==> src/rtl/addf_pipe.sv <==
// Pipelined WIDTH-bit add/subtract unit with carry-in, signed-overflow flag and
// valid/ready handshake; the carry chain is cut into STAGES registered slices.
module addf_pipe #(
  parameter int WIDTH  = 8,
  parameter int STAGES = 2
) (
  input  logic             CLK,
  input  logic             RST,
  input  logic             IN_VALID,
  output logic             IN_READY,
  input  logic [WIDTH-1:0] A,
  input  logic [WIDTH-1:0] B,
  input  logic             CI,
  input  logic             SUB,
  output logic             OUT_VALID,
  input  logic             OUT_READY,
  output logic [WIDTH-1:0] S,
  output logic             CO,
  output logic             OV
);

  localparam int W = WIDTH / STAGES;
  localparam int L = STAGES - 1;

  generate
    if (WIDTH < 1 || STAGES < 1 || STAGES > WIDTH || (WIDTH % STAGES) != 0) begin : g_bad_params
      $error("addf_pipe: illegal WIDTH/STAGES combination");
    end
  endgenerate

  logic [STAGES-1:0] v_r;
  logic [STAGES-1:0] c_r;
  logic [WIDTH-1:0]  a_r    [STAGES];
  logic [WIDTH-1:0]  beff_r [STAGES];
  logic [WIDTH-1:0]  sum_r  [STAGES];
  logic              ov_r;

  logic [STAGES-1:0] ld_s;
  logic [STAGES-1:0] in_v_s;
  logic [STAGES-1:0] in_c_s;
  logic [STAGES-1:0] nxt_c_s;
  logic [WIDTH-1:0]  in_a_s    [STAGES];
  logic [WIDTH-1:0]  in_b_s    [STAGES];
  logic [WIDTH-1:0]  in_sum_s  [STAGES];
  logic [WIDTH-1:0]  nxt_sum_s [STAGES];
  logic [W:0]        slice_s   [STAGES];
  logic              ov_s;

  // Stage inputs, per-slice adders and the load chain
  always_comb begin
    in_v_s      = '0;
    in_c_s      = '0;
    nxt_c_s     = '0;
    ld_s        = '0;
    in_v_s[0]   = IN_VALID;
    in_c_s[0]   = CI ^ SUB;
    in_a_s[0]   = A;
    in_b_s[0]   = B ^ {WIDTH{SUB}};
    in_sum_s[0] = '0;
    for (int k = 1; k < STAGES; k++) begin
      in_v_s[k]   = v_r[k-1];
      in_c_s[k]   = c_r[k-1];
      in_a_s[k]   = a_r[k-1];
      in_b_s[k]   = beff_r[k-1];
      in_sum_s[k] = sum_r[k-1];
    end
    for (int k = 0; k < STAGES; k++) begin
      // stage k loads when the consumer takes data or any stage at or after k has a hole
      ld_s[k] = OUT_READY | ~(&(v_r | ((STAGES'(1) << k) - STAGES'(1))));
      slice_s[k] = {1'b0, in_a_s[k][k*W +: W]} + {1'b0, in_b_s[k][k*W +: W]}
                 + {{W{1'b0}}, in_c_s[k]};
      nxt_sum_s[k]            = in_sum_s[k];
      nxt_sum_s[k][k*W +: W]  = slice_s[k][W-1:0];
      nxt_c_s[k]              = slice_s[k][W];
    end
  end

  assign ov_s = (in_a_s[L][WIDTH-1] == in_b_s[L][WIDTH-1]) &&
                (nxt_sum_s[L][WIDTH-1] != in_a_s[L][WIDTH-1]);

  // Pipeline registers; data only captured when the incoming slot is valid
  always_ff @(posedge CLK) begin
    if (RST) begin
      v_r  <= '0;
      c_r  <= '0;
      ov_r <= 1'b0;
      for (int k = 0; k < STAGES; k++) begin
        a_r[k]    <= '0;
        beff_r[k] <= '0;
        sum_r[k]  <= '0;
      end
    end else begin
      for (int k = 0; k < STAGES; k++) begin
        if (ld_s[k]) begin
          v_r[k] <= in_v_s[k];
          if (in_v_s[k]) begin
            a_r[k]    <= in_a_s[k];
            beff_r[k] <= in_b_s[k];
            sum_r[k]  <= nxt_sum_s[k];
            c_r[k]    <= nxt_c_s[k];
          end
        end
      end
      if (ld_s[L] && in_v_s[L]) begin
        ov_r <= ov_s;
      end
    end
  end

  assign IN_READY  = ld_s[0];
  assign OUT_VALID = v_r[L];
  assign S         = sum_r[L];
  assign CO        = c_r[L];
  assign OV        = ov_r;

endmodule

==> config.mk <==
export PLATFORM = sky130hd
export DESIGN_NAME = addf_pipe
export DESIGN_NICKNAME = d
export VERILOG_FILES = /design/src/rtl/addf_pipe.sv
export SDC_FILE = /design/constraint.sdc
export NUM_CORES = 1
export LEC_CHECK = 0
export CORE_ASPECT_RATIO = 0.5
export CORE_MARGIN = 2
export CORE_UTILIZATION = 25
export CTS_CLUSTER_SIZE = 28
export DETAILED_ROUTE_END_ITERATION = 16
export GPL_TIMING_DRIVEN = 0
export PLACE_DENSITY_LB_ADDON = 0.2
export SETUP_SLACK_MARGIN = 0.4
export SYNTH_ARGS = -nofsm -noshare
export SYNTH_HDL_FRONTEND = slang
export SYNTH_SLANG_ARGS = --single-unit
==> constraint.sdc <==
create_clock -name CLK -period 1.8 [get_ports CLK]
set_input_delay 0.27 -clock CLK [delete_from_list [all_inputs] [get_ports CLK]]
set_output_delay 0.27 -clock CLK [all_outputs]
set_load 0.03 [all_outputs]
# ---- Yosys cells after proc, flatten, opt, wreduce, memory -nomap -nowiden
# Memory sizes are Yosys's and may differ from the RTL's.
# Index checks and enable logic that the tools add are counted.
dict set report word_totals {
  ram_bits 48
  wordCells 47
  input_bits 22
  register_bits 5
  mem_count 3
  output_inout_bits 12
}
dict set report op_classes {
  n_reduce_logical 5
  bitwise_logic 12
  n_eq_ne 2
  addsub 4
  muxes 16
}
# name words word_bits rd rd_clocked_by_memory_dff wr line
set mem_list {}
lappend mem_list {a_r 2 8 1 0 2 33} ;# logic [WIDTH-1:0] a_r [STAGES];
lappend mem_list {beff_r 2 8 1 0 2 34} ;# logic [WIDTH-1:0] beff_r [STAGES];
lappend mem_list {sum_r 2 8 2 0 2 35} ;# logic [WIDTH-1:0] sum_r [STAGES];
# op count
set ops {}
lappend ops {{$mux W8} 6}
lappend ops {{$add A4 B4 Y5} 2}
lappend ops {{$add A5 B1 Y5} 2}
lappend ops {{$mux W1} 10}
lappend ops {{$or A1 B1 Y1} 8}
lappend ops {{$xor A8 B8 Y8} 1}
lappend ops {{$reduce_and A2 Y1} 3}
lappend ops {{$logic_and A1 B1 Y1} 2}
lappend ops {{$not A1 Y1} 2}
lappend ops {{$eq A1 B1 Y1} 1}
lappend ops {{$ne A1 B1 Y1} 1}
lappend ops {{$xor A1 B1 Y1} 1}

# ---- Depth between registers and ports, before layout
dict set report logic_depth {
  word_depth 7
  ltp_mapped 7
  mapped_depth_nobuf 6
}

# ---- Least setup slack after synthesis
# No wires, ideal clock.
dict set report synth_path {
  path_kind {input -> register}
  startpoint {input SUB}
  endpoint {register c_r[0]}
  path_slack_ns -0.194
  arrival_time_ns 1.851
  n_path_buf 1
  required_time_ns 1.657
  setup_time_ns 0.143
  cell_stages 7
  cell_sequence {buf_2 -> xor2_1 -> fa_1 -> fa_1 -> a21o_1 -> a21oi_1 -> a311oi_1}
}
dict set report synth_between {
  elab_chain_len 3
  elab_cells_between_ends 4
  cone_classes {add/sub: 2; bitwise: 2}
}
# element line
set synth_lines {}
lappend synth_lines {{from (decl)} 14} ;# input logic SUB,
lappend synth_lines {{$xor A8 B8 Y8} 58} ;# in_b_s[0] = B ^ {WIDTH{SUB}};
lappend synth_lines {{$add A4 B4 Y5} 70} ;# slice_s[k] = {1'b0, in_a_s[k][k*W +: W]} + {1'b0, in_b_s[k][k*W +: W]}
lappend synth_lines {{$add A5 B1 Y5 (*)} 71} ;# + {{W{1'b0}}, in_c_s[k]};
lappend synth_lines {{to (signal, indexed assignment)} 100} ;# c_r[k] <= nxt_c_s[k];
lappend synth_lines {{to (decl)} 32} ;# logic [STAGES-1:0] c_r;
# Every way passes the cells marked *; elsewhere a longest branch is shown, timed or not.
# A chain may end at the register's enable or synchronous reset.

# ---- Worst setup path after layout
dict set report layout_path {
  startpoint {memory a_r[0][4]}
  endpoint {register c_r[1]}
}
dict set report layout_between {
  elab_chain_len 3
}
# element line
set layout_lines {}
lappend layout_lines {{from (decl)} 33}
lappend layout_lines {{$mem_v2 Z2 W8} -}
lappend layout_lines {{$add A4 B4 Y5} 70}
lappend layout_lines {{$add A5 B1 Y5} 71}
# No other way between the ends.

==> impl_metrics.py <==
metrics = {
    "critical_path": {
        "required_ps": 1960,
        "setup.worst_path.end_class": "flop",
        "r2r-end": "c_r[1]",
        "cp_max_fo": 2,
        "cp.arrival_ps": 2020,
        "startpoint_type": "flop",
        "startpoint": "a_r[0][4]",
        "reg2reg_slack_ps": -60,
        "criticalPathCategory": "reg2reg",
        "r2r_start": "a_r[0][4]",
        "r2r_cells": 5,
    },
    "cts": {
        "cts_tree": "done",
        "clk_latency_ps": 270,
        "cts_buffers": 3,
        "cts.sinks": 25,
        "clkSlewWorstSetupHoldPaths_ps": 90,
        "htreeDepth": 1,
        "cts_root_buffer": "clkbuf_8",
        "cts_buffer_depth": 2,
    },
    "placement": {
        "gp_congestion": 0.8079,
        "pre_cts_slack_ps": -513.4,
        "dpl.hpwl_um": 2021,
        "numPortBuffers": 32,
    },
    "synthesis": {
        "yosys.area_share.simple": 0.1616,
        "synth-compound-area-share": 0.09546,
        "ys_types": 32,
        "syn-num-nets": 139,
        "ys.flop_type": "edfxtp_1",
        "synth_top_family_by_area": "simple AND/OR/NAND/NOR gates",
        "synth_fa_ha_area_frac": 0.1172,
        "ys_seq_area_frac": 0.5293,
        "synthMuxAreaShare": 0.007561,
        "synth_area_leader_cell": "edfxtp_1",
        "synth.most_common_cell": "edfxtp_1",
        "synthCells": 107,
        "synth_common_cells": "20 x edfxtp_1, 12 x and2_1, 9 x nor2_1",
        "synth_area_leaders": "edfxtp_1 45%, dfxtp_1 7.6%, fa_1 6.0%",
        "syn_area_sq_um": 1324,
        "synthArstFlopShare": 0,
        "synth_enable_flop_cells": 20,
        "synth_xor_area_frac": 0.07278,
        "avgSynthCellArea_sq_um": 12.37,
        "ys_warn_count": 0,
        "yosysTopAreaCellShare": 0.4537,
        "synth_seq_cells": 25,
    },
    "global_route": {
        "antenna_found_initial": 0,
        "grtUsageTotal": 0.1029,
        "globalRouteOverflowTotal": 0,
        "grt_max_degree": 14,
        "grt_pass1_wl_um": 4629,
        "grt_pass1_vias": 934,
    },
    "hold_path": {
        "hold_path_end": "c_r[0]",
        "min-delay-start": "IN_VALID",
        "holdPathStages": 2,
        "hp-class": "in2reg",
    },
    "power": {
        "switchingPower_mw": 0.4044,
        "comb_power_share": 0.279,
        "cellPowerDensity_nw_per_um2": 728.5,
        "p_clk_frac": 0.232,
        "p_leak_nw": 0.8254,
        "swShare": 0.2780,
        "max-vdd-ir-drop_uv": 306.4,
        "p_int_mw": 1.050,
        "pwr-share-seq": 0.489,
    },
    "final_layout": {
        "area_growth_pct": 50.85,
        "antennaDiodeCount": 0,
        "fin_nets": 187,
        "layout-drive-gt1-share": 0.2922,
        "fillCellCount": 503,
    },
    "status": {
        "violations": "negative setup slack",
        "status": "finished, violations left",
    },
    "sta": {
        "slew_violations": 0,
        "fin_worst_skew_ps": 3.613,
        "period_share": 1.034,
        "final-hold-violation-count": 0,
        "rsz0062_at_grt": "true",
        "fmaxAchievable_ghz": 0.5372,
        "worst_pin_slew_ps": 350.7,
        "fin_ws_ps": -61.47,
        "post-route-min-period_ps": 1861,
        "setup_viol": 2,
        "tns_ps": -103.0,
        "fin_hold_ws_ps": 451.0,
        "slew-limit-headroom": 0.7657,
    },
    "floorplanning": {
        "start_util": 0.2636,
        "row_count": 18,
        "core_area_sq_um": 5022,
        "ios": 34,
        "die_w_um": 106.9,
        "dieArea_sq_um": 5929,
        "die_y_um": 55.46,
    },
    "detailed_routing": {
        "routed_via_density": 4.223,
        "dr.pass1.iters": 4,
        "route.detailed.drc": 0,
        "wl_per_cell_um": 12.84,
        "antenna_left": 0,
        "vias": 946,
        "routed_wl_um": 2877,
        "drt_iter0_markers": 59,
    },
    "job": {
        "drv_cap": 0,
    },
}
## cell families after synthesis
logic type | Yosys count
xor+xnor | 11
mux | 1
simple gates | 37
buf+inv | 5
compound gates | 18
flops | 25
fa+ha+maj | 10
## per-layer routing
layer	vias up	part of all wire	global-route usage
li1	473	-	-
met1	452	0.46	0.1345
met2	19	0.50	0.1656
met3	2	0.037	0.02834
met4	0	0.0094	0.03340
met5	-	0	0
## layout make-up
class	instances	area (sq um)	area share
repair buffers	43	387.9	0.1942
well taps	70	87.58	0.04386
multi-input cells	77	721.9	0.3615
plain buffers	3	41.29	0.02068
inverters	2	10.01	0.005013
clock buffers	4	45.04	0.02256
flip-flops and latches	25	703.2	0.3521
## state kept, by name, summed over array words and instances, names as in the netlist
register / count
v_r: 2
sum_r: 12
a_r: 4
OV: 1
beff_r: 4
c_r: 2
## worst max path at each step
stage | depth (start not counted) | slack [ps] | endpoint
5_1_grt | 5 | -120 | c_r[1]
3_5_place_dp | 7 | -510 | c_r[0]
6_report | 5 | -60 | c_r[1]
2_1_floorplan | 7 | -20 | c_r[0]
3_3_place_gp | 7 | -480 | c_r[0]
4_1_cts | 5 | -70 | c_r[1]
## worst max-delay path, cell delays in order, from the launching register on
cell	delay [ps]
edfxtp_1	410
fa_2	400
fa_2	370
a21o_1	190
a2111oi_4	320
nor3_1	70
## cells in the final DEF, fill, tap and decap left out, types with 3 or more instances in the layout
master and n:
a21oi_2 3, fa_2 4, and2_1 12, ha_1 4, xnor2_1 4, edfxtp_1 20, dlygate4sd2_1 15, nor2_1 9
clkdlybuf4s50_1 12, dfxtp_1 3, xor2_1 3, clkbuf_8 5, a21oi_1 3, buf_4 10, nand3_1 3, a21o_1 4
## power groups by stage
| stage | registers, mW | logic (mW) | clock network [mW] |
|---|---|---|---|
| global route | 0.718 | 0.447 | 0.364 |
| detailed placement | 0.726 | 0.355 | 0 |
| CTS | 0.712 | 0.369 | 0.342 |
| global placement | 0.725 | 0.349 | 0 |
| finish | 0.711 | 0.406 | 0.338 |
| floorplan | 0.766 | 0.176 | 0 |
## metrics by stage
stage | util | total power [mW] | instances | cell area (sq um)
2_1_floorplan | - | 0.9423 | 107 | 1381
3_3_place_gp | 0.3563 | 1.074 | 209 | 1789
3_5_place_dp | 0.3563 | 1.080 | 209 | 1789
4_1_cts | 0.3844 | 1.423 | 221 | 1931
5_1_grt | 0.3976 | 1.529 | 224 | 1997
6_report | 0.3976 | 1.455 | 224 | 1997
## timing repair
action,CTS,global route
gates cloned,1,0
resized for setup,47,10
pin swaps,11,3
setup endpoints to repair,53,32
hold buffers,0,0
setup buffers,7,3
No activity file was read; power rests on OpenSTA's default activity.
